`src/rtl/lcd_pkg.sv`:
```
// Shared constants for the LCD read-path scheduler: FSM encodings and 480x272 panel defaults.
package lcd_pkg;

  localparam logic [1:0] ST_IDLE    = 2'd0;
  localparam logic [1:0] ST_FLUSH   = 2'd1;
  localparam logic [1:0] ST_PREFILL = 2'd2;
  localparam logic [1:0] ST_RUN     = 2'd3;

  localparam int LCD_CNT_W         = 10;
  localparam int LCD_PREFILL_LEVEL = 512;
  localparam int LCD_FLUSH_CYCLES  = 16;
  localparam int LCD_H_ACTIVE      = 480;
  localparam int LCD_V_ACTIVE      = 272;

endpackage

```
`src/rtl/lcd_sat_cnt.sv`:
```
// Saturating up-counter with synchronous clear; holds at all-ones.
module lcd_sat_cnt #(
  parameter int W = 16
) (
  input  logic         clk,
  input  logic         rst_n,
  input  logic         inc_i,
  input  logic         clr_i,
  output logic [W-1:0] cnt_o
);

  logic [W-1:0] cnt_q;
  logic [W-1:0] cnt_d;

  always_comb begin
    cnt_d = cnt_q;
    if (clr_i) begin
      cnt_d = '0;
    end else if (inc_i && (cnt_q != {W{1'b1}})) begin
      cnt_d = cnt_q + W'(1);
    end
  end

  always_ff @(posedge clk or negedge rst_n) begin
    if (!rst_n) begin
      cnt_q <= '0;
    end else begin
      cnt_q <= cnt_d;
    end
  end

  assign cnt_o = cnt_q;

endmodule

```
`src/rtl/lcd_stream_sched.sv`:
```
// Pixel-clock scheduler for the LCD read path: flush, prefill, release the driver with a
// frame-sync pulse, gate FIFO reads, and recover from underflow or frame misalignment.
module lcd_stream_sched
  import lcd_pkg::*;
#(
  parameter int CNT_W         = LCD_CNT_W,
  parameter int PREFILL_LEVEL = LCD_PREFILL_LEVEL,
  parameter int FLUSH_CYCLES  = LCD_FLUSH_CYCLES,
  parameter int H_ACTIVE      = LCD_H_ACTIVE,
  parameter int V_ACTIVE      = LCD_V_ACTIVE
) (
  input  logic             clk,
  input  logic             rst_n,
  input  logic             enable,
  input  logic [CNT_W-1:0] fifo_rd_cnt,
  input  logic             fifo_empty,
  input  logic             lcd_request,
  input  logic             lcd_vs_start,
  output logic             fifo_rd_en,
  output logic             fifo_flush,
  output logic             lcd_run,
  output logic             lcd_framesync,
  output logic [15:0]      underflow_cnt,
  output logic [15:0]      frame_cnt,
  output logic [1:0]       state
);

  localparam int FRAME_PIX = H_ACTIVE * V_ACTIVE;
  localparam int PIX_W     = $clog2(FRAME_PIX + 2);
  localparam int FC_W      = $clog2(FLUSH_CYCLES + 1);

  localparam logic [PIX_W-1:0] PIX_FRAME  = PIX_W'(FRAME_PIX);
  localparam logic [PIX_W-1:0] PIX_SAT    = PIX_W'(FRAME_PIX + 1);
  localparam logic [FC_W-1:0]  FLUSH_LOAD = FC_W'(FLUSH_CYCLES - 1);
  localparam logic [CNT_W-1:0] PREFILL_TH = CNT_W'(PREFILL_LEVEL);

  logic [1:0]       state_q, state_d;
  logic [FC_W-1:0]  flush_cnt_q, flush_cnt_d;
  logic [PIX_W-1:0] pixel_cnt_q, pixel_cnt_d;
  logic             first_vs_q, first_vs_d;
  logic [15:0]      frame_cnt_q, frame_cnt_d;
  logic             stop_q, stop_d;
  logic             flush_q, run_q, framesync_q;

  logic in_run, underflow, stop_now;

  assign in_run     = (state_q == ST_RUN);
  assign fifo_rd_en = in_run & lcd_request & ~fifo_empty;
  assign underflow  = in_run & lcd_request & fifo_empty;
  // A stop request is remembered until the frame boundary even if enable returns high.
  assign stop_now   = stop_q | ~enable;

  always_comb begin
    state_d     = state_q;
    flush_cnt_d = flush_cnt_q;
    pixel_cnt_d = pixel_cnt_q;
    first_vs_d  = first_vs_q;
    frame_cnt_d = frame_cnt_q;
    stop_d      = 1'b0;
    case (state_q)
      ST_IDLE: begin
        if (enable) begin
          state_d     = ST_FLUSH;
          flush_cnt_d = FLUSH_LOAD;
        end
      end
      ST_FLUSH: begin
        if (!enable) begin
          state_d = ST_IDLE;
        end else if (flush_cnt_q == '0) begin
          state_d = ST_PREFILL;
        end else begin
          flush_cnt_d = flush_cnt_q - FC_W'(1);
        end
      end
      ST_PREFILL: begin
        if (!enable) begin
          state_d = ST_IDLE;
        end else if (fifo_rd_cnt >= PREFILL_TH) begin
          state_d     = ST_RUN;
          pixel_cnt_d = '0;
          first_vs_d  = 1'b1;
        end
      end
      ST_RUN: begin
        stop_d = stop_now;
        // Saturate one past a full frame so overruns still fail the frame check.
        if (fifo_rd_en && (pixel_cnt_q != PIX_SAT)) begin
          pixel_cnt_d = pixel_cnt_q + PIX_W'(1);
        end
        if (underflow) begin
          state_d     = stop_now ? ST_IDLE : ST_FLUSH;
          flush_cnt_d = FLUSH_LOAD;
        end else if (lcd_vs_start) begin
          pixel_cnt_d = '0;
          if (first_vs_q) begin
            first_vs_d = 1'b0;
          end else if (pixel_cnt_q == PIX_FRAME) begin
            frame_cnt_d = frame_cnt_q + 16'd1;
          end else begin
            state_d     = ST_FLUSH;
            flush_cnt_d = FLUSH_LOAD;
          end
          if (stop_now) begin
            state_d = ST_IDLE;
          end
        end
      end
      default: state_d = ST_IDLE;
    endcase
  end

  always_ff @(posedge clk or negedge rst_n) begin
    if (!rst_n) begin
      state_q     <= ST_IDLE;
      flush_cnt_q <= '0;
      pixel_cnt_q <= '0;
      first_vs_q  <= 1'b1;
      frame_cnt_q <= '0;
      stop_q      <= 1'b0;
      flush_q     <= 1'b0;
      run_q       <= 1'b0;
      framesync_q <= 1'b0;
    end else begin
      state_q     <= state_d;
      flush_cnt_q <= flush_cnt_d;
      pixel_cnt_q <= pixel_cnt_d;
      first_vs_q  <= first_vs_d;
      frame_cnt_q <= frame_cnt_d;
      stop_q      <= stop_d;
      flush_q     <= (state_d == ST_FLUSH);
      // Driver is released the cycle after the frame-sync pulse has cleared its counters.
      run_q       <= (state_d == ST_RUN) && (state_q == ST_RUN);
      framesync_q <= (state_d == ST_RUN) && (state_q == ST_PREFILL);
    end
  end

  lcd_sat_cnt #(.W(16)) u_underflow_cnt (
    .clk   (clk),
    .rst_n (rst_n),
    .inc_i (underflow),
    .clr_i (1'b0),
    .cnt_o (underflow_cnt)
  );

  assign fifo_flush    = flush_q;
  assign lcd_run       = run_q;
  assign lcd_framesync = framesync_q;
  assign frame_cnt     = frame_cnt_q;
  assign state         = state_q;

endmodule

```
`config.mk`:
```
export PLATFORM = sky130hd
export DESIGN_NAME = lcd_stream_sched
export DESIGN_NICKNAME = d
export VERILOG_FILES = /design/src/rtl/lcd_pkg.sv /design/src/rtl/lcd_sat_cnt.sv /design/src/rtl/lcd_stream_sched.sv
export SDC_FILE = /design/constraint.sdc
export NUM_CORES = 1
export LEC_CHECK = 0
export BUFFER_PORTS_ARGS = -buffer_cell sky130_fd_sc_hd__buf_2
export CORE_ASPECT_RATIO = 0.9
export CORE_MARGIN = 2
export CORE_UTILIZATION = 35
export CTS_BUF_LIST = sky130_fd_sc_hd__clkbuf_8 sky130_fd_sc_hd__clkbuf_16
export DETAILED_ROUTE_END_ITERATION = 10
export GPL_ROUTABILITY_DRIVEN = 1
export PLACE_DENSITY = 0.58
export SLEW_MARGIN = 20
export SYNTH_ARGS = -nofsm -noshare
export SYNTH_HDL_FRONTEND = slang
export SYNTH_SLANG_ARGS = --single-unit
```
`constraint.sdc`:
```
create_clock -name clk -period 3 [get_ports clk]
set_input_delay 0.3 -clock clk [delete_from_list [all_inputs] [get_ports clk]]
set_output_delay 0.3 -clock clk [all_outputs]
set_load 0.01 [all_outputs]
```
=== Word-level counts from Yosys, hierarchy flattened ===
Index checks and enable logic that the tools add are counted.

* Bits in latches: 0
* ROM bits: 0
* Input bits: 16
* Word-level logic and storage cells: 85
* Output and inout bits: 38
* Memories: 0
* Flip-flop bits (word level): 61
* Bits in writable memories: 0

* Multipliers: 0
* Div/mod/pow operators: 0
* Order comparisons: 1
* $add $sub $neg: 4
* Muxes and demuxes: 32
* Shift operators: 0
* Equality and inequality tests: 18
* Reduce and logical (&&, ||, !) cells: 12
* Bitwise operators: 8

{| class="wikitable"
|+ Operators by type and width
! cell !! count
|-
| $mux W17 || 5
|-
| $mux W5 || 7
|-
| $pmux W17 S2 || 1
|-
| $add A16 B1 Y16 const B || 2
|-
| $mux W2 || 10
|-
| $add A17 B1 Y17 const B || 1
|-
| $eq A17 B17 Y1 const B || 1
|-
| $ne A17 B17 Y1 const B || 1
|-
| $ne A16 B16 Y1 const B || 1
|-
| $pmux W5 S3 || 1
|-
| $ne A2 B2 Y1 const B || 7
|-
| $ge A10 B10 Y1 const B || 1
|-
| $reduce_and A5 Y1 || 2
|-
| $ne A3 B2 Y1 const B || 3
|-
| $pmux W2 S4 || 1
|-
| $reduce_and A7 Y1 || 1
|-
| $eq A2 B2 Y1 const B || 3
|-
| $mux W1 || 6
|-
| $logic_not A5 Y1 || 1
|-
| $sub A5 B1 Y5 const B || 1
|-
| $eq A2 B1 Y1 const B || 2
|-
| $logic_and A1 B1 Y1 || 4
|-
| $not A1 Y1 || 4
|-
| $and A1 B1 Y1 || 3
|-
| 6 further kinds || 6
|}

=== Longest topological paths before layout ===
Gate-level depths: netlist (run 1).

* Depth in word-level cells: 9
* Depth in mapped cells: 7
* Gate-level depth less buffers: 7

=== Cells and area by module ===
A second synthesis (run 1) with hierarchy kept.

* Cell total of the unflattened synthesis: 325
* Area, all modules: 3205.6 sq um

{| class="wikitable"
|+ Modules (own cells, without submodules)
! module !! seq. area each (sq um) !! area each (sq um) !! cells each !! times used
|-
| lcd_stream_sched || 1127.3 || 2263.4 || 227 || 1
|-
| lcd_sat_cnt || 400.4 || 942.2 || 98 || 1
|}

=== Worst setup path after synthesis (run 1) ===
Ideal clock, no wire load.

* Path kind: register -> register
* From: reg flush_cnt_q[0]
* To: reg flush_cnt_q[2]
* Library setup time: 0.126 ns
* Slack: 1.219 ns
* Data required time: 2.874 ns
* Buffers on the path: 0
* Cell stages (with the launch flop): 8
* Clock period less this slack: 1.781 ns
* Arrival: 1.655 ns
* Cell sequence: dfrtp_1 -> inv_1 -> ha_1 -> nor4b_1 -> a21boi_1 -> o221ai_1 -> nand2b_1 -> o32a_1

* Cells in the longest elaborated chain, start to end: 4
* Elaborated cells between the ends (all ways): 7
* Classes of those cells: 1 x add/sub; 1 x eq/ne; 3 x mux; 2 x reduce/logical

{| class="wikitable"
|+ RTL lines
! item !! line !! RTL
|-
| start: declaration || lcd_stream_sched.sv:38 || <nowiki>logic [FC_W-1:0] flush_cnt_q, flush_cnt_d;</nowiki>
|-
| start signal: assignment || lcd_stream_sched.sv:126 || <nowiki>flush_cnt_q <= flush_cnt_d;</nowiki>
|-
| $sub A5 B1 Y5 || lcd_stream_sched.sv:73 || <nowiki>flush_cnt_d = flush_cnt_q - FC_W'(1);</nowiki>
|-
| $mux W5 || lcd_stream_sched.sv:70 || <nowiki>end else if (flush_cnt_q == '0) begin</nowiki>
|-
| $mux W5 || lcd_stream_sched.sv:68 || <nowiki>if (!enable) begin</nowiki>
|-
| $pmux W5 S3 || lcd_stream_sched.sv:60 || <nowiki>case (state_q)</nowiki>
|}

Several ways; a longest one is shown, not always the timed one. The select of a mux whose other input is x is not followed.
A chain may end at the register's enable or synchronous reset.

=== Final worst setup path (run 1) ===
* From: reg flush_cnt_q[1]
* To: reg flush_cnt_q[1]

The elaborated chain is that of the path after synthesis.

==> reports/metrics.yaml, run 1 <==
p_leak_nw: 1.75
required_ns: 3.21
ctsHoldBuffers: 0
cts-buffers-inserted: 9
min_period_over_period_pct: 69.3
critPathCaptureType: "flip-flop"
grt_use_met2_pct: 21.5
drive_above_1_share_pct: 21.7
drc_errors: 0
synthFlopType: "dfrtp_1"
hpwlAfterDp_um: 4340
port_buffers: 44
start_kind: "flip-flop"
core-area_um2: 8530
finalHoldViolCount: 0
synthArstFlopShare_pct: 100
peakVddDrop_uv: 193
final.setup.tns_ns: 0
cap_violations: 0
power_density_nw_per_um2: 510
syn2layout_area_growth_pct: 19.1
synthesis.area_um2: 3060
ant_nets: 0
yosysWarnings: 0
grt_max_degree: 62
die_h_um: 92.7
clkTransAtPathRegs_ns: 0.07
crit_arrival_ns: 2.29
ys_seq_elements: 61
cts_tree: "done"
drt_iter0_drc: 66
h-tree-depth: 3
rsz0062_at_grt: "false"
place_congestion: 0.782
routedWlPerCell_um: 13.2
die_w_um: 103
clock_latency_ns: 0.34
dieArea_um2: 9510
status: "complete, no violations"
min_period_ns: 2.08
cp_top_family: "simple AND/OR/NAND/NOR gates"
grt_usage_pct: 14.4
grt_pass1_vias: 2233
max_freq_mhz: 481
clk_path_buf_depth: 2
finClkSkew_ns: 0.00899
vias: 2271
antenna_found_initial: 0
worst_pin_slew_ns: 0.756
cpMaxStageDelayCell: "nor4b_1"
slowest_delay_ns: 0.54
setup_violations: 0
drt_wl_total_um: 6210
path_max_fanout: 5
fin_util_pct: 42.7
met1_usage_pct: 19.8
crit_chain: "inv_1 > ha_1 > nor4b_1 > a21boi_1 > o221ai_1 > nand2b_1 > a22oi_1"
yosysSeqAreaShare_pct: 49.9
cts.sinks: 61
diodes: 0
grt_use_met3_pct: 4.00
vias_per_cell: 4.84
hold_path_class: "in -> async"
fillers: 852
initial_utilization_pct: 35.9
synth_nets: 318
rows: 32
synth_cell_type_count: 51
io_pins: 54
root_buffer: "clkbuf_8"
path_buf_inv: 1
grt_pass1_wl_um: 10700
synth_area_per_cell_um2: 10.3
criticalPathCategory: "reg -> reg"
grt_overflow_total: 0
cts_setup_buffers: 0
max_slew_margin_pct: 49.6
busiest_layer: "met2"
cts_resized: 0
synth_edf_count: 0
first_pass_iters: 4
finalMaxSlewViolations: 0
synthCells: 296
nNetsFinal: 367
worst reg2reg max path, delay by kind of cell (launching register included):
kind	cells	cell delay, ns
and+or+nand+nor	2	0.78
AOI/OAI and AO/OA	3	0.45
DFF	1	0.40
adders and majority gates	1	0.22
buffers and inverters	1	0.09
per-stage QoR:
step           total power, mW  std cells  area, um^2  setup slack [ns]  hold WS, ns
2_1_floorplan            0.923        296        3060              1.22      0.00441
3_3_place_gp             0.960        453        3400             0.954        0.454
3_5_place_dp             0.967        453        3400             0.920        0.462
4_1_cts                   1.89        469        3640             0.904        0.139
5_1_grt                   1.93        469        3640             0.668        0.195
6_report                  1.86        469        3640             0.920        0.118
flip-flops by register name (all words and copies together) (netlist names):
| signal | flops |
|---|---|
| u_underflow_cnt.cnt_o | 16 |
| fifo_flush | 1 |
| stop_q | 1 |
| lcd_run | 1 |
| state | 2 |
| pixel_cnt_q | 17 |
| frame_cnt | 16 |
| flush_cnt_q | 5 |
| first_vs_q | 1 |
| lcd_framesync | 1 |
synthesized netlist by cell type (2+ instances only):
master	n	share of area (%)
nor2b_1	3	0.61
and4_1	8	2.3
inv_1	12	1.5
nor3b_1	2	0.49
o21a_1	4	0.98
nor3_1	8	1.3
o21ai_0	4	0.65
and3_1	6	1.2
nand2_1	28	3.4
clkbuf_1	4	0.49
a21oi_1	4	0.65
nor4_1	2	0.41
nand2b_1	4	0.82
nor2_1	29	3.6
and2_1	3	0.61
dfrtp_1	60	49
nor4b_1	2	0.57
nand4_1	12	2.5
nor4_2	2	0.82
xor2_1	19	5.4
xnor2_1	22	6.3
mux2_2	4	1.5
ha_1	6	2.5
nand3_1	20	3.3
a31o_2	2	0.57
placed cells by master (no fill, tap or decap), types with 8 or more instances in the layout:
cell      instances
dfrtp_1          60
buf_2            44
nor2_1           29
nand2_1          28
xnor2_1          22
nand3_1          20
xor2_1           19
inv_1            12
nand4_1          12
clkbuf_8         10
and4_1            8
nor3_1            8
cells by family (layout without fill, tap and decap cells):
group,Yosys count,in the layout,synth area share (%)
xor gates and xnor gates,41,41,11.7
muxes,5,5,1.80
adders and majority gates,6,6,2.45
DFF,61,61,49.9
buffers and inverters,19,73,2.74
AOI/OAI and AO/OA,27,27,6.38
and+or+nand+nor,137,137,25.0
power breakdown:
group	total, mW	internal [mW]	switching, mW
Combinational	0.0839	0.0322	0.0517
Clock	0.911	0.575	0.337
Sequential	0.865	0.842	0.0229
Total	1.86	1.45	0.412
path summary, 6_finish.rpt:
check | depth (start not counted) | end | startpoint | slack, ns
max in group asynchronous | 2 | pixel_cnt_q[7]$_DFFE_PN0P_ | rst_n | 2.39
min in group clk | 2 | stop_q$_DFF_PN0_ | enable | 0.23
hold / removal | 2 | flush_cnt_q[1]$_DFFE_PN0P_ | rst_n | 0.12
hold reg to reg | 1 | frame_cnt[15]$_DFFE_PN0P_ | frame_cnt[15]$_DFFE_PN0P_ | 0.46
setup / recovery | 7 | flush_cnt_q[1]$_DFFE_PN0P_ | flush_cnt_q[1]$_DFFE_PN0P_ | 0.92
setup reg to reg | 7 | flush_cnt_q[1]$_DFFE_PN0P_ | flush_cnt_q[1]$_DFFE_PN0P_ | 0.92
area by class of cell:
class,instances,area [um^2],area share (%)
Sequential cell,61,1530,41.9
Multi-Input combinational cell,216,1450,39.8
Timing Repair Buffer,45,228,6.25
Tap cell,119,149,4.09
Clock buffer,10,138,3.78
Clock inverter,6,109,2.99
Inverter,12,45.0,1.24
metal layers:
metal / wire, um / vias to the layer above
li1: - / 1134
met1: 3070 / 1089
met2: 2800 / 38
met3: 224 / 10
met4: 112 / 0
met5: 0 / -
No activity file was read; power rests on OpenSTA's default activity.
==> run 2, diff against run 1 <==
--- a/config.mk
+++ b/config.mk
@@ -12,7 +12,7 @@
 export CTS_BUF_LIST = sky130_fd_sc_hd__clkbuf_8 sky130_fd_sc_hd__clkbuf_16
 export DETAILED_ROUTE_END_ITERATION = 10
 export GPL_ROUTABILITY_DRIVEN = 1
-export PLACE_DENSITY = 0.58
+export PLACE_DENSITY = 0.6
 export SLEW_MARGIN = 20
 export SYNTH_ARGS = -nofsm -noshare
 export SYNTH_HDL_FRONTEND = slang
==> constraint.sdc (replaced) <==
create_clock -name clk -period 1.8 [get_ports clk]
set_input_delay 0.18 -clock clk [delete_from_list [all_inputs] [get_ports clk]]
set_output_delay 0.18 -clock clk [all_outputs]
set_load 0.01 [all_outputs]
==> run 2 against run 1 <==
Effect of this change:
- first-iteration DRC count rose by 11%
- sequential power rose by 66%
- combinational power rose by 140%
- register-to-register slack got worse by 0.85 ns
- critical path depth did not move
- hold slack improved by 0.0025 ns
- sequential cell count did not move
- clock power rose by 13%
- cell area rose by 9.7%
- via count rose by 7.0%
- setup slack got worse by 0.85 ns
- sequential share of layout area fell by 3.6 points
==> reports/metrics.yaml, run 2 (synthesized netlist as in run 1, its figures left out) <==
status: "complete, no violations"
syn2layout_area_growth_pct: 30.7
rsz0062_at_grt: "true"
finalMaxSlewViolations: 0  # unchanged
final_cell_mix: "dfrtp_1, buf_2, buf_4"
diodes: 0  # unchanged
root_buffer: "clkbuf_8"
seqPwrFrac_pct: 53.8  # +7.3 points
cts-buffers-inserted: 9  # unchanged
port_buffers: 44  # unchanged
p_sw_mw: 0.681  # +66%
max_slew_margin_pct: 76.6  # +27 points
hold_depth: 2
setup_violations: 0  # unchanged
initial_utilization_pct: 35.9  # unchanged
die_h_um: 92.7  # unchanged
max_freq_mhz: 577  # +20%
p_leak_nw: 1.98  # +13%
finalHoldViolCount: 0  # unchanged
finClkSkew_ns: 0.00837  # -0.000612 ns
drt_iter0_drc: 73  # +11%
clkPwrFrac_pct: 38.7  # -10 points
fin_ws_ns: 0.0675  # -0.853 ns
power_density_nw_per_um2: 668  # +31%
cts.sinks: 61  # unchanged
clkTransAtPathRegs_ns: 0.07  # about the same
io_pins: 54  # unchanged
reg2reg_depth: 7  # unchanged
final.setup.tns_ns: 0  # unchanged
critPathCaptureType: "flip-flop"
start_kind: "flip-flop"
crit_arrival_ns: 1.96  # -0.33 ns
place_congestion: 0.760  # -2.8%
grt_pass1_wl_um: 10700  # unchanged
nNetsFinal: 408  # +11%
grt_overflow_total: 0  # unchanged
path_max_fanout: 4  # -1
ant_nets: 0  # unchanged
placedCellCount: 490  # +8.2%
min_period_over_period_pct: 96.3  # +27 points
min_period_ns: 1.73  # -0.347 ns
drc_errors: 0  # unchanged
final_cells: 510  # +8.7%
fillers: 816  # -4.2%
swShare_pct: 25.5  # +3.4 points
drt_wl_total_um: 6550  # +5.5%
grt_max_degree: 62  # unchanged
hpwlAfterDp_um: 4680  # +7.9%
vias_per_cell: 4.76  # -1.6%
routedWlPerCell_um: 12.8  # -3.0%
cts_tree: "done"
grt_usage_pct: 14.5  # +0.097 points
drive_above_1_share_pct: 33.0  # +11 points
h-tree-depth: 3  # unchanged
vias: 2429  # +7.0%
largest_reg_flops: 17  # unchanged
rows: 32  # unchanged
clock_latency_ns: 0.34  # about the same
cap_violations: 0  # unchanged
core-area_um2: 8530  # unchanged
antenna_found_initial: 0  # unchanged
hold_path_class: "in -> reg"
pre_cts_ws_ns: 0.0179  # -0.902 ns
criticalPathCategory: "reg -> reg"
dieArea_um2: 9510  # unchanged
required_ns: 2.03  # -1.18 ns
largest-register: "pixel_cnt_q"
layout_commonest_cell: "dfrtp_1"
clk_path_buf_depth: 2  # unchanged
grt_pass1_vias: 2323  # +4.0%
hold_slack_ns: 0.120  # +0.00248 ns
first_pass_iters: 6  # +2
pwr-share-comb_pct: 7.5  # +3.0 points
worst_pin_slew_ns: 0.350  # -0.406 ns
die_w_um: 103  # unchanged
p_int_mw: 1.99  # +37%
peakVddDrop_uv: 292  # +52%
run 2: cell types whose count changed in the layout (fill, tap and decap cells not counted), moves of 3 or more:
cell | previous run | this run
bufinv_16 | 3 | 0
buf_4 | 1 | 39
dfrtp_2 | 0 | 3
dfrtp_1 | 60 | 57
run 2: final timing paths:
kind                                                 start                               endpoint  slack, ns
worst max-delay path            pixel_cnt_q[7]$_DFFE_PN0P_               frame_cnt[9]$_DFFE_PN0P_       0.07
worst min-delay path                                enable                       stop_q$_DFF_PN0_       0.12
worst max register to register  pixel_cnt_q[7]$_DFFE_PN0P_               frame_cnt[9]$_DFFE_PN0P_       0.07
worst min register to register   frame_cnt[15]$_DFFE_PN0P_              frame_cnt[15]$_DFFE_PN0P_       0.46
max in group asynchronous                            rst_n                 first_vs_q$_DFFE_PN1P_       1.09
min in group asynchronous                            rst_n  u_underflow_cnt.cnt_o[12]$_DFFE_PN0P_       0.38
run 2: power groups by stage:
stage / Sequential, mW / Combinational [mW] / Clock, mW
2_1_floorplan: 1.46 / 0.0783 / 0
3_3_place_gp: 1.46 / 0.185 / 0
3_5_place_dp: 1.46 / 0.192 / 0
4_1_cts: 1.43 / 0.194 / 1.08
5_1_grt: 1.44 / 0.223 / 1.15
6_report: 1.44 / 0.199 / 1.03
run 2: final cells by class:
| type | instances | area, um^2 | area share (%) |
|---|---|---|---|
| multi-input cells | 216 | 1550 | 38.8 |
| well taps | 119 | 149 | 3.72 |
| repair buffers | 86 | 554 | 13.9 |
| flip-flops and latches | 61 | 1530 | 38.3 |
| clock inverters | 7 | 45.0 | 1.13 |
| clock buffers | 9 | 124 | 3.10 |
| inverters | 12 | 45.0 | 1.13 |
run 2: per-layer routing:
metal / share of wire, % / GRT usage (%) / vias up
met5: 0 / 0 / -
met4: 1.8 / 6.33 / 0
met3: 3.4 / 3.70 / 9
met2: 48 / 22.9 / 40
met1: 47 / 18.6 / 1163
li1: - / - / 1217
run 2: repair_timing:
item / 4_1_cts / 5_1_grt
setup endpoints to repair: 0 / 23
buffers inserted: 0 / 3
hold endpoints to repair: 60 / 0
hold buffers: 1 / 0
gates resized for setup: 0 / 21
run 2: stage by stage:
stage	utilization (%)	instance area (um^2)	power [mW]
floorplan	-	3060	1.54
finish	46.9	4000	2.67
CTS	45.3	3870	2.71
global placement	43.3	3690	1.64
detailed placement	43.3	3690	1.65
global route	46.9	4000	2.81
run 2: worst max-delay path: stages, from the launching register on:
cell	delay [ns]
dfrtp_1	0.43
nor4b_4	0.30
nand3_2	0.15
buf_6	0.15
nor4_4	0.19
buf_4	0.17
nand3_1	0.10
xnor2_1	0.13
==> run 3, diff against run 2 <==
--- a/config.mk
+++ b/config.mk
@@ -12,8 +12,8 @@
 export CTS_BUF_LIST = sky130_fd_sc_hd__clkbuf_8 sky130_fd_sc_hd__clkbuf_16
 export DETAILED_ROUTE_END_ITERATION = 10
 export GPL_ROUTABILITY_DRIVEN = 1
-export PLACE_DENSITY = 0.6
-export SLEW_MARGIN = 20
+export PLACE_DENSITY = 0.58
+export SLEW_MARGIN = 0
 export SYNTH_ARGS = -nofsm -noshare
 export SYNTH_HDL_FRONTEND = slang
 export SYNTH_SLANG_ARGS = --single-unit
==> constraint.sdc (replaced) <==
create_clock -name clk -period 2.2 [get_ports clk]
set_input_delay 0.22 -clock clk [delete_from_list [all_inputs] [get_ports clk]]
set_output_delay 0.22 -clock clk [all_outputs]
set_load 0.01 [all_outputs]
==> run 3 against run 2 <==
Effect of this change:
- non-clock buffer count decreased by 37
- sequential share of layout area up 3.5 points
- clock power about the same
- hold slack improved by 0.038 ns
- largest power group unchanged
- critical endpoint is now flush_cnt_q[2]$_DFFE_PN0P_
==> reports/metrics.yaml, run 3 (synthesized netlist as in run 1, its figures left out) <==
status: "complete, no violations"
cpMaxStageDelayCell: "dfrtp_1"
rsz0062_at_grt: "false"
antenna_found_initial: 0  # unchanged
port_buffers: 44  # unchanged
crit_arrival_ns: 2.16  # +0.20 ns
rows: 32  # unchanged
path_buf_inv: 1  # -1
grt_pass1_vias: 2174  # -6.4%
slowest_delay_ns: 0.40  # -0.03 ns
hpwlAfterDp_um: 4290  # -8.4%
placedCellCount: 456  # -6.9%
setup_violations: 0  # unchanged
crit_chain: "inv_1 > ha_1 > nor4b_1 > a21boi_1 > o221ai_1 > nand2b_1 > o32a_1"
layout_commonest_cell: "dfrtp_1"
cts_resized: 0  # unchanged
path_max_fanout: 5  # +1
p_leak_nw: 1.76  # -11%
io_pins: 54  # unchanged
clkTransAtPathRegs_ns: 0.07  # about the same
final.setup.tns_ns: 0  # unchanged
h-tree-depth: 3  # unchanged
cap_violations: 0  # unchanged
min_period_over_period_pct: 88.1  # -8.2 points
grt_max_degree: 62  # unchanged
first_pass_iters: 4  # -2
root_buffer: "clkbuf_8"
syn2layout_area_growth_pct: 19.4
clk_path_buf_depth: 2  # unchanged
nNetsFinal: 371  # -9.1%
cts.sinks: 61  # unchanged
cp_top_family: "compound AO/OA/AOI/OAI gates"
drt_wl_total_um: 6080  # -7.1%
critPathCaptureType: "flip-flop"
routedWlPerCell_um: 12.9  # +0.12%
peakVddDrop_uv: 335  # +15%
final_cells: 473  # -7.3%
start_kind: "flip-flop"
vias_per_cell: 4.84  # +1.6%
power_density_nw_per_um2: 638  # -4.5%
grt_pass1_wl_um: 10400  # -2.6%
drt_iter0_drc: 80  # +9.6%
diodes: 0  # unchanged
cts_setup_buffers: 0  # unchanged
vias: 2289  # -5.8%
clock_latency_ns: 0.33  # about the same
core-area_um2: 8530  # unchanged
finClkSkew_ns: 0.00805  # -0.000324 ns
grt_usage_pct: 14.0  # -0.44 points
criticalPathCategory: "reg -> reg"
min_period_ns: 1.94  # +0.205 ns
required_ns: 2.42  # +0.39 ns
max_freq_mhz: 516  # -11%
die_w_um: 103  # unchanged
largest_reg_flops: 17  # unchanged
finalHoldViolCount: 0  # unchanged
worst_pin_slew_ns: 0.477  # +0.127 ns
largest-register: "pixel_cnt_q"
finalMaxSlewViolations: 0  # unchanged
grt_overflow_total: 0  # unchanged
final_cell_mix: "dfrtp_1, buf_2, nor2_1"
cts-buffers-inserted: 9  # unchanged
place_congestion: 0.744  # -2.2%
drive_above_1_share_pct: 22.0  # -11 points
hold_path_class: "in -> reg"
ant_nets: 0  # unchanged
cts_tree: "done"
max_slew_margin_pct: 67.9  # -8.7 points
drc_errors: 0  # unchanged
initial_utilization_pct: 35.9  # unchanged
die_h_um: 92.7  # unchanged
dieArea_um2: 9510  # unchanged
fillers: 863  # +5.8%
-- run 3: cell count changes in the layout (fill, tap and decap cells not counted), sizes merged --
cell      change
buf          -37
clkbuf        +3
clkinv        -2
bufinv        +1
clkinvlp      -1
inv           -1
-- run 3: stage by stage --
step / setup slack [ns] / utilization [%] / power [mW] / area, um^2 / hold slack [ns]
2_1_floorplan: 0.419 / - / 1.26 / 3060 / -0.0756
3_3_place_gp: 0.273 / 40.3 / 1.31 / 3430 / 0.258
3_5_place_dp: 0.256 / 40.3 / 1.32 / 3430 / 0.258
4_1_cts: 0.241 / 42.9 / 2.37 / 3650 / 0.133
5_1_grt: 0.0964 / 42.9 / 2.45 / 3650 / 0.143
6_report: 0.263 / 42.9 / 2.33 / 3650 / 0.158
-- run 3: area by class of cell --
type | instances | area [um^2] | area share (%)
clock buffers | 12 | 165 | 4.52
clock inverters | 4 | 46.3 | 1.27
inverters | 12 | 45.0 | 1.23
multi-input cells | 216 | 1450 | 39.6
flip-flops and latches | 61 | 1530 | 41.8
well taps | 119 | 149 | 4.07
repair buffers | 49 | 273 | 7.46
-- run 3: power breakdown --
part / switching, mW / leakage (nW) / internal (mW)
registers: 0.0319 / 0.813 / 1.15
logic: 0.0658 / 0.836 / 0.0461
clock network: 0.428 / 0.110 / 0.610
-- run 3: worst paths after layout --
| path | startpoint | to | slack [ns] | depth (start not counted) |
|---|---|---|---|---|
| min reg2reg | frame_cnt[15]$_DFFE_PN0P_ | frame_cnt[15]$_DFFE_PN0P_ | 0.46 | 1 |
| min | enable | stop_q$_DFF_PN0_ | 0.16 | 2 |
| min in group asynchronous | rst_n | u_underflow_cnt.cnt_o[8]$_DFFE_PN0P_ | 0.42 | 3 |
| max in group asynchronous | rst_n | first_vs_q$_DFFE_PN1P_ | 1.48 | 3 |
| max reg2reg | flush_cnt_q[0]$_DFFE_PN0P_ | flush_cnt_q[2]$_DFFE_PN0P_ | 0.26 | 7 |
| max | flush_cnt_q[0]$_DFFE_PN0P_ | flush_cnt_q[2]$_DFFE_PN0P_ | 0.26 | 7 |
-- run 3: layer usage --
layer  vias up  wire (um)  global-route usage (%)
li1       1141          -                       -
met1      1102       3070                    19.2
met2        36       2720                    20.9
met3        10        178                    3.47
met4         0        115                    6.33
met5         -          0                       0
-- run 3: what timing repair did --
item / 4_1_cts / 5_1_grt
setup endpoints to repair: 0 / 0
hold endpoints to repair: 60 / 0
hold buffers: 1 / 0
